<file path="src/rtl/stopwatch_ctrl.sv">
// Stopwatch run controller: millisecond prescaler, elapsed-ms counter, lap snapshot
// and start/stop/lap/clear sequencing. Define SW_SATURATE_EN to saturate-and-stop at MAX_COUNT.
module stopwatch_ctrl #(
  parameter int BITS      = 26,
  parameter int CLK_DIV   = 50000,
  parameter int MAX_COUNT = 35999999
) (
  input  logic            clk,
  input  logic            reset,
  input  logic            start_stop,
  input  logic            lap_reset,
  output logic [BITS-1:0] count,
  output logic            running,
  output logic            lap_active,
  output logic            tick_ms,
  output logic            wrapped,
  output logic [1:0]      dbg_state
);

  localparam int DIV_W = (CLK_DIV > 1) ? $clog2(CLK_DIV) : 1;

  localparam logic [1:0] ST_IDLE = 2'd0;
  localparam logic [1:0] ST_RUN  = 2'd1;
  localparam logic [1:0] ST_LAP  = 2'd2;
  localparam logic [1:0] ST_STOP = 2'd3;

  localparam logic [DIV_W-1:0] DIV_LAST = DIV_W'(CLK_DIV - 1);
  localparam logic [BITS-1:0]  LIVE_MAX = BITS'(MAX_COUNT);

  logic [1:0]       r_state;
  logic [BITS-1:0]  r_live;
  logic [BITS-1:0]  r_lap;
  logic [DIV_W-1:0] r_div;

  logic [1:0]       w_state_nxt;
  logic             w_active;
  logic             w_tick;
  logic             w_at_max;
  logic             w_roll;
  logic             w_ss;
  logic             w_capture;
  logic             w_clear;

  assign w_active = (r_state == ST_RUN) || (r_state == ST_LAP);
  assign w_tick   = w_active && (r_div == DIV_LAST);
  assign w_at_max = (r_live == LIVE_MAX);
  assign w_roll   = w_tick && w_at_max;

`ifdef SW_SATURATE_EN
  // A saturated stop can only be left through clear or reset.
  assign w_ss = start_stop && !((r_state == ST_STOP) && w_at_max);
`else
  assign w_ss = start_stop;
`endif

  // start_stop has priority over lap_reset in every state.
  assign w_capture = (r_state == ST_RUN)  && !w_ss && lap_reset;
  assign w_clear   = (r_state == ST_STOP) && !w_ss && lap_reset;

  always_comb begin
    w_state_nxt = r_state;
    case (r_state)
      ST_IDLE: if (w_ss) w_state_nxt = ST_RUN;
      ST_RUN: begin
        if (w_ss)           w_state_nxt = ST_STOP;
        else if (lap_reset) w_state_nxt = ST_LAP;
      end
      ST_LAP: begin
        if (w_ss)           w_state_nxt = ST_STOP;
        else if (lap_reset) w_state_nxt = ST_RUN;
      end
      default: begin
        if (w_ss)           w_state_nxt = ST_RUN;
        else if (lap_reset) w_state_nxt = ST_IDLE;
      end
    endcase
`ifdef SW_SATURATE_EN
    if (w_roll) w_state_nxt = ST_STOP;
`endif
  end

  always_ff @(posedge clk) begin
    if (reset) begin
      r_state <= ST_IDLE;
      r_live  <= '0;
      r_lap   <= '0;
      r_div   <= '0;
    end else begin
      r_state <= w_state_nxt;
      if (w_clear) begin
        r_live <= '0;
        r_div  <= '0;
        r_lap  <= '0;
      end else begin
        // Prescaler holds in STOP so the sub-ms phase survives a pause.
        if (r_state == ST_IDLE)  r_div <= '0;
        else if (w_tick)         r_div <= '0;
        else if (w_active)       r_div <= r_div + DIV_W'(1);

        if (w_tick) begin
          if (w_at_max) begin
`ifdef SW_SATURATE_EN
            r_live <= LIVE_MAX;
`else
            r_live <= '0;
`endif
          end else begin
            r_live <= r_live + BITS'(1);
          end
        end

        if (w_capture) r_lap <= r_live;
      end
    end
  end

  assign count      = (r_state == ST_LAP) ? r_lap : r_live;
  assign running    = w_active;
  assign lap_active = (r_state == ST_LAP);
  assign tick_ms    = w_tick;
  assign wrapped    = w_roll;
  assign dbg_state  = r_state;

endmodule

</file>
<file path="config.mk">
export PLATFORM = sky130hd
export DESIGN_NAME = stopwatch_ctrl
export DESIGN_NICKNAME = d
export VERILOG_FILES = /design/src/rtl/stopwatch_ctrl.sv
export SDC_FILE = /design/constraint.sdc
export NUM_CORES = 1
export LEC_CHECK = 0
export ABC_AREA = 1
export CAP_MARGIN = 20
export CORE_ASPECT_RATIO = 1.5
export CORE_MARGIN = 3
export CORE_UTILIZATION = 45
export CTS_BUF_LIST = sky130_fd_sc_hd__clkbuf_2 sky130_fd_sc_hd__clkbuf_4 sky130_fd_sc_hd__clkbuf_8
export DETAILED_ROUTE_END_ITERATION = 6
export HOLD_SLACK_MARGIN = 0.08
export PLACE_DENSITY = 0.65
export SLEW_MARGIN = 15
export SYNTH_ARGS = -nofsm -noshare
export SYNTH_HDL_FRONTEND = slang
export SYNTH_SLANG_ARGS = --single-unit
</file>
<file path="constraint.sdc">
create_clock -name clk -period 2.35 [get_ports clk]
set_input_delay 0.47 -clock clk [delete_from_list [all_inputs] [get_ports clk]]
set_output_delay 0.47 -clock clk [all_outputs]
set_load 0.03 [all_outputs]
</file>
# Word-level counts from Yosys, hierarchy flattened
# Cells that the tools add are included.
totals:
  ff_bits: 70
  out_inout_bits: 32
  word_cells: 35
op_classes:
  add_sub_neg: 2
  eq_ne: 6
  mux: 10
  reduce_logical: 13
ops:
  columns: ["op", "count"]
  rows:
  - ["26-bit two-way mux", 2]
  - ["26-bit by 1-bit adder with 26-bit output, second input constant", 1]
  - ["26-bit == test, second input constant", 1]
  - ["16-bit by 1-bit adder with 16-bit output, second input constant", 1]
  - ["16-bit == test, second input constant", 1]
  - ["2-bit two-way mux", 7]
  - ["1-bit logical AND", 6]
  - ["2-bit one-hot mux with 3 select lines", 1]
  - ["2-bit == test, second input constant", 2]
  - ["4-bit OR reduction", 1]
  - ["2-bit by 1-bit == test with 1-bit output, second input constant", 1]
  - ["2-bit zero test", 1]
  - ["2-bit != test, second input constant", 1]
  - ["2-bit AND reduction", 1]
  - ["2-bit nonzero test", 1]
  - ["2-bit OR reduction", 1]
  - ["1-bit zero test", 1]
  - ["1-bit logical OR", 1]

# Longest topological paths before layout
# Gate-level depths: netlist of the first run.
logic_depth:
  word_depth: 4
  ltp_mapped: 13
  mapped_depth_nobuf: 11

# Worst setup path after synthesis of the first run
# No wires, ideal clock.
synth_timing:
  path_kind: "register -> output"
  startpoint: "register r_state[0], in the netlist dbg_state[0]"
  endpoint: "output port wrapped"
  t_arrival_ps: 2198
  path_slack_ps: -318
  path_stages_with_launch: 10
  path_buffers: 1
  cell_sequence: "dfxtp_1 -> inv_1 -> ha_1 -> buf_4 -> nand2_1 -> nor2_1 -> nand2_2 -> inv_2 -> nand2_4 -> nor2_1"
synth_between:
  elab_chain_cells: 4
  elab_cells_between_ends: 5
synth_lines:
  columns: ["element", "line_no", "source"]
  rows:
  - ["start: declaration", "30", "logic [1:0] r_state;"]
  - ["start signal: assignment", "89", "r_state <= w_state_nxt;"]
  - ["2-bit by 1-bit == test with 1-bit output or 2-bit == test (tied branches)", "44", "assign w_active = (r_state == ST_RUN) || (r_state == ST_LAP);"]
  - ["1-bit logical OR (*)", "44", null]
  - ["via running", "13", "output logic running,"]
  - ["1-bit logical AND (*)", "45", "assign w_tick = w_active && (r_div == DIV_LAST);"]
  - ["1-bit logical AND (*)", "47", "assign w_roll = w_tick && w_at_max;"]
  - ["end: declaration", "16", "output logic wrapped,"]
# The timed path passes the listed nets; every way through them passes the cells marked *.

# Worst setup path in the final report of the first run
layout_timing:
  startpoint: "register r_live[0]"
  endpoint: "output port wrapped"
layout_between:
  elab_chain_cells: 2
layout_lines:
  columns: ["element", "line_no", "source"]
  rows:
  - ["start: declaration", "31", "logic [BITS-1:0] r_live;"]
  - ["start signal: assignment", "108", "r_live <= r_live + BITS'(1);"]
  - ["26-bit == test", "46", "assign w_at_max = (r_live == LIVE_MAX);"]
  - ["1-bit logical AND", "47", null]
# Every way passes these cells.

==> results of run 1 <==
## what timing repair did
| item | CTS | global route |
|---|---|---|
| endpoints found under the setup margin | 3 | 1 |
| gates resized for setup | 4 | 8 |
| pin swaps | 1 | 1 |
| buffers inserted | 1 | 0 |
## state kept, by name, indices dropped and copies added, names as in the netlist
| name | cells |
|---|---|
| r_lap | 26 |
| r_live | 26 |
| r_div | 16 |
| dbg_state | 2 |
## layout make-up
type	count	area (um^2)	area share, %
Clock buffer	10	138	3.08
Clock inverter	6	83.8	1.88
Inverter	68	255	5.72
Multi-Input combinational cell	447	2100	47.0
Sequential cell	70	1410	31.6
Tap cell	105	131	2.94
Timing Repair Buffer	41	347	7.77
## cells in the mapped netlist, drive strengths merged
cell / number
nand3b: 1
a31oi: 2
o21ai: 62
ha: 7
nor2: 106
nor3b: 1
nand4: 9
o22ai: 1
clkbuf: 11
or2: 2
nor3: 9
dfxtp: 70
and3: 1
nand2: 168
a21oi: 38
xor2: 2
xnor2: 2
buf: 8
a211oi: 1
nand3: 35
inv: 68
## cell families after synthesis
kind of cell,synth area share [%]
simple gates,37.0
compound gates,13.8
buf+inv,9.36
flops,36.6
fa+ha+maj,2.29
xor+xnor,0.916
## critical path: stages (launching register included)
cell     delay [ns]
dfxtp_2        0.37
ha_2           0.21
nand3_1        0.12
inv_2          0.12
nand2_1        0.08
nor2_1         0.14
nand2_2        0.12
nor2_4         0.09
buf_4          0.16
## power by group
| part | internal (W) | leakage, nW | switching, W |
|---|---|---|---|
| Combinational | 0.0000714 | 1.13 | 0.000140 |
| Sequential | 0.00121 | 0.568 | 0.0000165 |
| Clock | 0.000624 | 0.116 | 0.000453 |
| Total | 0.00191 | 1.82 | 0.000609 |
## metrics by stage
step | cells | hold slack (ns) | worst slack (ns) | area [um^2]
2_1_floorplan | 604 | 0.456 | 0.0547 | 3830
3_3_place_gp | 730 | 0.479 | 0.263 | 4210
3_5_place_dp | 730 | 0.483 | 0.216 | 4210
4_1_cts | 747 | 0.491 | 0.00605 | 4450
5_1_grt | 747 | 0.525 | 0.00577 | 4460
6_report | 747 | 0.497 | 0.121 | 4460
## worst min path at each step
| stage | end | slack (ns) | depth (start not counted) |
|---|---|---|---|
| after global placement | r_div[1]$_SDFFE_PP0P_ | 0.48 | 2 |
| final | r_div[1]$_SDFFE_PP0P_ | 0.50 | 2 |
| after detailed placement | r_div[1]$_SDFFE_PP0P_ | 0.48 | 2 |
| after floorplan | r_div[1]$_SDFFE_PP0P_ | 0.46 | 2 |
| after CTS | r_div[1]$_SDFFE_PP0P_ | 0.49 | 2 |
| after global routing | r_div[1]$_SDFFE_PP0P_ | 0.53 | 2 |
## metal layers
layer,vias up,part of all wire (%),routed length [um],GRT usage (%)
met5,-,0,0,0
met4,0,2.1,199,8.14
met3,15,3.9,363,3.40
met2,66,51,4730,36.6
met1,1742,43,3960,24.8
li1,1990,-,-,-
==> results.json, run 1 <==
{
  "dr.pass1.iters": 4,
  "synth.top_cell.area_share_pct": 36.6,
  "endpoint_kind": "output pin",
  "fillers": 827,
  "synth_area_um2": 3820,
  "numCtsBuffers": 9,
  "final_cell_mix": "nand2_1 (160), nor2_1 (93), dfxtp_1 (66)",
  "cts_root_buf": "clkbuf_8",
  "remaining_drc_errors": 0,
  "cts_sinks": 70,
  "fp.dieW_um": 81.3,
  "relSlewSlack_pct": 72.4,
  "reg2reg_from": "dbg_state[1]$_SDFFE_PP0P_",
  "first_iter_violations": 281,
  "run_status": "finished clean",
  "final_util_pct": 54.7,
  "ys_seq_elements": 70,
  "synth_cells": 604,
  "worst_slew_pin_slew_ns": 0.413,
  "yosys.area.top_type": "dfxtp_1",
  "port_buffers": 35,
  "die_area_um2": 9660,
  "power_density_nw_per_um2": 564,
  "crit_end": "wrapped",
  "critical_path.startpoint": "r_live[0]$_SDFFE_PP0P_",
  "htree_levels": 3,
  "timing.final.crit_share_pct": 94.9,
  "num_vias": 3813,
  "fin_crit_ns": 2.23,
  "crit_fanout": 5,
  "ys_types": 29,
  "start_util_pct": 46.9,
  "cp.arrival_ns": 1.76,
  "synthTopCellsByArea": "dfxtp_1 (37%), nand2_1 (16%), nor2_1 (9.2%)",
  "final_common_cell": "nand2_1",
  "cts_buffer_depth": 2,
  "antenna_found_initial": 0,
  "hp-start": "r_div[1]$_SDFFE_PP0P_",
  "r2r_end": "r_live[20]$_SDFFE_PP0P_",
  "setup_violations": 0,
  "ant_nets": 0,
  "vias_per_cell": 5.10,
  "setup_tns_ns": 0,
  "synthesis.nets": 615,
  "cp-start-kind": "flip-flop",
  "grt_setup_unrepaired": "no",
  "power_leakage_nw": 1.82,
  "timing.fmax_mhz": 449,
  "hold_violations": 0,
  "yosys_warnings": 0,
  "cts_tree": "done",
  "syn2layout_area_growth_pct": 16.7,
  "placementRows": 40,
  "io_pins": 36,
  "clock_skew_ns": 0.00843,
  "grt_pass1_wl_mm": 16.0,
  "finalPower_w": 0.00252,
  "clk_pin_slew_worst_paths_ns": 0.07,
  "grt_use_total_pct": 20.9,
  "grt_pass1_vias": 3586,
  "synth.avg_cell_area_um2": 6.33,
  "die_h_um": 119,
  "globalRoute.totalOverflow": 0,
  "maxSlewViolCount": 0,
  "gp_congestion": 0.839,
  "drive_gt1_share_pct": 14.0,
  "hp-class": "reg -> reg",
  "antenna-diode-count": 0,
  "clk_latency_ns": 0.35,
  "final_nets": 648,
  "wl_per_cell_um": 12.4,
  "dp_hpwl_mm": 7.02,
  "worstPathRequired_ns": 1.88,
  "grt_max_degree": 55,
  "core_um2": 8160,
  "critPathKind": "reg -> out",
  "hold_buffers": 0,
  "vdd_drop_max_mv": 0.420,
  "totalWireLength_mm": 9.26,
  "seq_area_frac_synth_pct": 36.6,
  "reg2reg_slack_ns": 0.40,
  "rr_worst_depth": 10,
  "drv_cap": 0
}
Power figures use the tool's default switching activity.
==> run 2, diff against run 1 <==
--- a/config.mk
+++ b/config.mk
@@ -13,8 +13,7 @@
 export CTS_BUF_LIST = sky130_fd_sc_hd__clkbuf_2 sky130_fd_sc_hd__clkbuf_4 sky130_fd_sc_hd__clkbuf_8
 export DETAILED_ROUTE_END_ITERATION = 6
 export HOLD_SLACK_MARGIN = 0.08
-export PLACE_DENSITY = 0.65
-export SLEW_MARGIN = 15
+export PLACE_DENSITY = 0.63
 export SYNTH_ARGS = -nofsm -noshare
 export SYNTH_HDL_FRONTEND = slang
 export SYNTH_SLANG_ARGS = --single-unit
==> run 2 against run 1 <==
Via count grew 0.26%. Combinational power grew 2%. Wire length grew 1.0%. Register-to-register slack is essentially flat. Sequential share of layout area grew 0.21 points. Cell count grew 0.13%. Die area is the same. Setup slack gained 0.015 ns. Critical path type unchanged. Critical endpoint unchanged. Largest power group unchanged.
==> results.json, run 2 (synthesis gave the netlist of run 1 again) <==
{
  "final_cell_mix": "nand2_1 (161), nor2_1 (92), dfxtp_1 (66)",
  "start_util_pct": 46.9,
  "syn2layout_area_growth_pct": 15.7,
  "die_area_um2": 9660,
  "totalWireLength_mm": 9.35,
  "gp_congestion": 0.841,
  "final_nets": 649,
  "dr.pass1.iters": 5,
  "maxSlewViolCount": 0,
  "endpoint_kind": "output pin",
  "wl_per_cell_um": 12.5,
  "finalPower_w": 0.00234,
  "cts_root_buf": "clkbuf_8",
  "timing.fmax_mhz": 452,
  "setup_tns_ns": 0,
  "num_vias": 3823,
  "placementRows": 40,
  "clk_pin_slew_worst_paths_ns": 0.07,
  "die_h_um": 119,
  "path_delay_family": "simple AND/OR/NAND/NOR gates",
  "critPathKind": "reg -> out",
  "swShare_pct": 24.7,
  "final_cell_area_um2": 4420,
  "combPwrFrac_pct": 9.2,
  "cts_tree": "done",
  "final_util_pct": 54.2,
  "drive_gt1_share_pct": 14.2,
  "drv_cap": 0,
  "final_common_cell": "nand2_1",
  "p_seq_share_pct": 52.6,
  "fillers": 829,
  "timing.final.crit_share_pct": 94.2,
  "hold_buffers": 0,
  "dp_hpwl_mm": 7.14,
  "p_int_w": 0.00176,
  "vdd_drop_max_mv": 0.261,
  "power_density_nw_per_um2": 529,
  "antenna-diode-count": 0,
  "top_regs": "r_lap x26, r_live x26, r_div x16",
  "power_leakage_nw": 1.80,
  "timing.critical_path.buf_inv": 3,
  "vias_per_cell": 5.11,
  "crit_fanout": 8,
  "crit_path_max_incr_delay_ns": 0.37,
  "worst_slew_pin_slew_ns": 0.441,
  "globalRoute.totalOverflow": 0,
  "hp-class": "reg -> reg",
  "cts_sinks": 70,
  "cp-start-kind": "flip-flop",
  "fin_crit_ns": 2.21,
  "power_switching_w": 0.000579,
  "crit_top_cell": "inv_2",
  "grt_pass1_vias": 3432,
  "worstPathRequired_ns": 1.88,
  "cts_buffer_depth": 2,
  "port_buffers": 35,
  "core_um2": 8160,
  "slowest_stage": "dfxtp_4",
  "relSlewSlack_pct": 70.4,
  "clock_skew_ns": 0.00619,
  "numCtsBuffers": 9,
  "fp.dieW_um": 81.3,
  "cp.arrival_ns": 1.74,
  "io_pins": 36,
  "placed_area_um2": 4210,
  "holdWs_ns": 0.494,
  "p_clk_share_pct": 38.2,
  "htree_levels": 3,
  "grt_setup_unrepaired": "no",
  "ant_nets": 0,
  "grt_max_degree": 55,
  "run_status": "finished clean",
  "antenna_found_initial": 0,
  "remaining_drc_errors": 0,
  "setup_violations": 0,
  "grt_use_total_pct": 20.7,
  "clk_latency_ns": 0.35,
  "first_iter_violations": 252,
  "crit_chain": "inv_2 -> ha_4 -> nand2_1 -> nor2_2 -> nand2_2 -> inv_2 -> nand2_4 -> nor2_4 -> buf_4",
  "hold_violations": 0,
  "grt_pass1_wl_mm": 15.7
}
## run 2: changes by cell type in the layout (fill, tap and decap cells not counted), sizes merged
cell,before,now
buf,35,36
bufinv,2,0
inv,69,68
dlygate4sd2,1,0
clkinv,3,1
clkdlybuf4s50,5,6
clkbuf,10,15
## run 2: routing by layer
metal / GRT usage (%) / wire, um
met2: 36.5 / 4800
met1: 24.0 / 3940
met3: 3.48 / 385
met4: 8.46 / 229
met5: 0 / 0
## run 2: power by group through the flow
| stage | logic, W | clock network, W | registers (W) |
|---|---|---|---|
| 6_report | 0.000215 | 0.000894 | 0.00123 |
| 5_1_grt | 0.000241 | 0.000974 | 0.00123 |
| 4_1_cts | 0.000217 | 0.000921 | 0.00123 |
| 3_5_place_dp | 0.000207 | 0 | 0.00126 |
| 3_3_place_gp | 0.000205 | 0 | 0.00126 |
| 2_1_floorplan | 0.000140 | 0 | 0.00126 |
## run 2: through the flow
stage	std cells	setup slack, ns
floorplan	604	0.0547
global placement	731	0.271
detailed placement	731	0.227
CTS	748	0.0195
global route	748	0.00857
finish	748	0.135
## run 2: path summary, 6_finish.rpt
| check | startpoint | to | slack (ns) | cells after the start |
|---|---|---|---|---|
| worst max register to register | dbg_state[0]$_SDFFE_PP0P_ | r_div[12]$_SDFFE_PP0P_ | 0.39 | 10 |
| worst min register to register | r_lap[12]$_SDFFE_PP0P_ | r_lap[12]$_SDFFE_PP0P_ | 0.49 | 2 |
| worst max-delay path | dbg_state[0]$_SDFFE_PP0P_ | wrapped | 0.14 | 9 |
| worst min-delay path | r_lap[12]$_SDFFE_PP0P_ | r_lap[12]$_SDFFE_PP0P_ | 0.49 | 2 |
## run 2: what timing repair did
| item | 4_1_cts | 5_1_grt |
|---|---|---|
| gates resized for setup | 2 | 8 |
| hold endpoints to repair | 0 | 0 |
| setup buffers | 1 | 0 |
| setup endpoints to repair | 3 | 1 |
| pin swaps | 1 | 0 |
| gates cloned | 0 | 0 |
## run 2: final cells by class
class	count	area, um^2	share of cell area, %
timing repair buffer	42	355	8.03
inverter	68	255	5.77
clock buffer	15	175	3.96
clock inverter	1	5.00	0.113
sequential	70	1410	31.8
tap	105	131	2.97
multi-input combinational	447	2090	47.3
## run 2: worst reg2reg max path: cells and delay by family (launching register included)
kind / cells / cell delay, ns
fa+ha+maj: 1 / 0.28
buf+inv: 2 / 0.20
flops: 1 / 0.37
simple gates: 7 / 1.00
==> run 3, diff against run 2 <==
--- a/config.mk
+++ b/config.mk
@@ -7,13 +7,17 @@
 export LEC_CHECK = 0
 export ABC_AREA = 1
 export CAP_MARGIN = 20
+export CELL_PAD_IN_SITES_DETAIL_PLACEMENT = 0
+export CELL_PAD_IN_SITES_GLOBAL_PLACEMENT = 1
 export CORE_ASPECT_RATIO = 1.5
 export CORE_MARGIN = 3
-export CORE_UTILIZATION = 45
+export CORE_UTILIZATION = 42
 export CTS_BUF_LIST = sky130_fd_sc_hd__clkbuf_2 sky130_fd_sc_hd__clkbuf_4 sky130_fd_sc_hd__clkbuf_8
 export DETAILED_ROUTE_END_ITERATION = 6
+export GPL_TIMING_DRIVEN = 0
 export HOLD_SLACK_MARGIN = 0.08
-export PLACE_DENSITY = 0.63
+export MAX_ROUTING_LAYER = met4
+export PLACE_DENSITY = 0.8
 export SYNTH_ARGS = -nofsm -noshare
 export SYNTH_HDL_FRONTEND = slang
 export SYNTH_SLANG_ARGS = --single-unit
==> run 3 against run 2 <==
Clock skew rose by 0.0016 ns. Die area is 6.7% higher. Clock power shrank 2%. Largest cell class unchanged. First-iteration DRC count down 32%. Critical endpoint is now tick_ms.
==> results.json, run 3 (synthesis gave the netlist of run 1 again) <==
{
  "path_delay_family": "simple AND/OR/NAND/NOR gates",
  "critPathKind": "reg -> out",
  "dp_hpwl_mm": 8.18,
  "ant_nets": 0,
  "clk_latency_ns": 0.35,
  "htree_levels": 3,
  "relSlewSlack_pct": 64.9,
  "crit_fanout": 9,
  "hold_buffers": 0,
  "setup_tns_ns": 0,
  "timing.final.crit_share_pct": 95.8,
  "cp.arrival_ns": 1.78,
  "hp-class": "reg -> reg",
  "crit_path_max_incr_delay_ns": 0.36,
  "clock_skew_ns": 0.00779,
  "crit_chain": "inv_2 -> ha_4 -> nand2_1 -> nor2_2 -> nand2_2 -> nor2_4 -> buf_6 -> buf_6",
  "die_h_um": 123,
  "timing.critical_path.buf_inv": 3,
  "cts_buffer_depth": 2,
  "cp-start-kind": "flip-flop",
  "clk_pin_slew_worst_paths_ns": 0.07,
  "grt_use_total_pct": 21.4,
  "final_cell_area_um2": 4480,
  "port_buffers": 35,
  "core_um2": 8830,
  "final_util_pct": 50.7,
  "totalWireLength_mm": 10.7,
  "gp_congestion": 0.836,
  "final_common_cell": "nand2_1",
  "antenna-diode-count": 0,
  "final_cell_mix": "nand2_1 (160), nor2_1 (92), dfxtp_1 (66)",
  "drive_gt1_share_pct": 15.6,
  "fillers": 949,
  "top_regs": "r_lap x26, r_live x26, r_div x16",
  "dp.cells": 749,
  "cts_sinks": 70,
  "placementRows": 42,
  "start_util_pct": 43.3,
  "antenna_found_initial": 0,
  "die_area_um2": 10300,
  "stdcell_count": 771,
  "fp.dieW_um": 83.9,
  "worst_slew_pin_slew_ns": 0.527,
  "vias_per_cell": 5.11,
  "power_leakage_nw": 1.86,
  "multiInputGateArea_um2": 2090,
  "dr.pass1.iters": 5,
  "num_vias": 3939,
  "power_density_nw_per_um2": 524,
  "globalRoute.totalOverflow": 0,
  "crit_top_cell": "buf_6",
  "hold_violations": 0,
  "io_pins": 36,
  "setup_violations": 0,
  "grt_pass1_wl_mm": 16.8,
  "maxSlewViolCount": 0,
  "grt_max_degree": 12,
  "fin_crit_ns": 2.25,
  "placed_area_um2": 4320,
  "endpoint_kind": "output pin",
  "worstPathRequired_ns": 1.88,
  "slowest_stage": "dfxtp_4",
  "timing.fmax_mhz": 444,
  "cts_root_buf": "clkbuf_8",
  "cts_tree": "done",
  "wl_per_cell_um": 13.9,
  "grt_pass1_vias": 3612,
  "vdd_drop_max_mv": 0.277,
  "numCtsBuffers": 9,
  "syn2layout_area_growth_pct": 17.0,
  "first_iter_violations": 172,
  "drv_cap": 0,
  "remaining_drc_errors": 0,
  "ff_latch_area_um2": 1410,
  "run_status": "finished clean",
  "final_nets": 667
}
==> run 3: stage by stage <==
stage	setup WS (ns)	power, W	hold WS [ns]
detailed placement	-0.447	0.00148	0.485
CTS	0.0133	0.00238	0.492
finish	0.0976	0.00235	0.490
global route	-0.0149	0.00245	0.515
floorplan	0.0547	0.00140	0.456
global placement	-0.436	0.00148	0.472
==> run 3: path summary, 6_finish.rpt <==
kind | startpoint | end | slack (ns) | cells past startpoint
setup / recovery | dbg_state[0]$_SDFFE_PP0P_ | tick_ms | 0.1 | 8
hold / removal | r_div[1]$_SDFFE_PP0P_ | r_div[1]$_SDFFE_PP0P_ | 0.49 | 2
setup reg to reg | dbg_state[0]$_SDFFE_PP0P_ | r_live[5]$_SDFFE_PP0P_ | 0.40 | 12
hold reg to reg | r_div[1]$_SDFFE_PP0P_ | r_div[1]$_SDFFE_PP0P_ | 0.49 | 2
==> run 3: final cells by class <==
cell class	count	area share (%)
clock buffer	12	3.41
buffer	18	2.66
inverter	68	5.70
tap	110	3.07
clock inverter	4	0.503
timing repair buffer	42	6.43
sequential	70	31.5
multi-input combinational	447	46.8
==> run 3: repair_timing <==
item,CTS,global route
setup endpoints to repair,28,23
gates resized for setup,160,17
pin swaps,3,2
setup buffers,4,3
==> run 3: report_power, final <==
part | internal (W) | total (W) | switching [W]
combinational | 0.0000836 | 0.000240 | 0.000156
clock | 0.000430 | 0.000879 | 0.000449
sequential | 0.00121 | 0.00123 | 0.0000150
==> run 3: per-layer routing <==
metal  track usage (%)  wire, um
met3              3.36       397
met1              22.9      4390
met2              38.5      5680
met4              10.1       238
met5                 -         0
==> run 3: tightest hold or removal path, delay by kind of cell, from the launching register on <==
kind               cells  cell delay, ns
AOI/OAI and AO/OA      1            0.05
DFF                    1            0.33
and+or+nand+nor        1            0.07
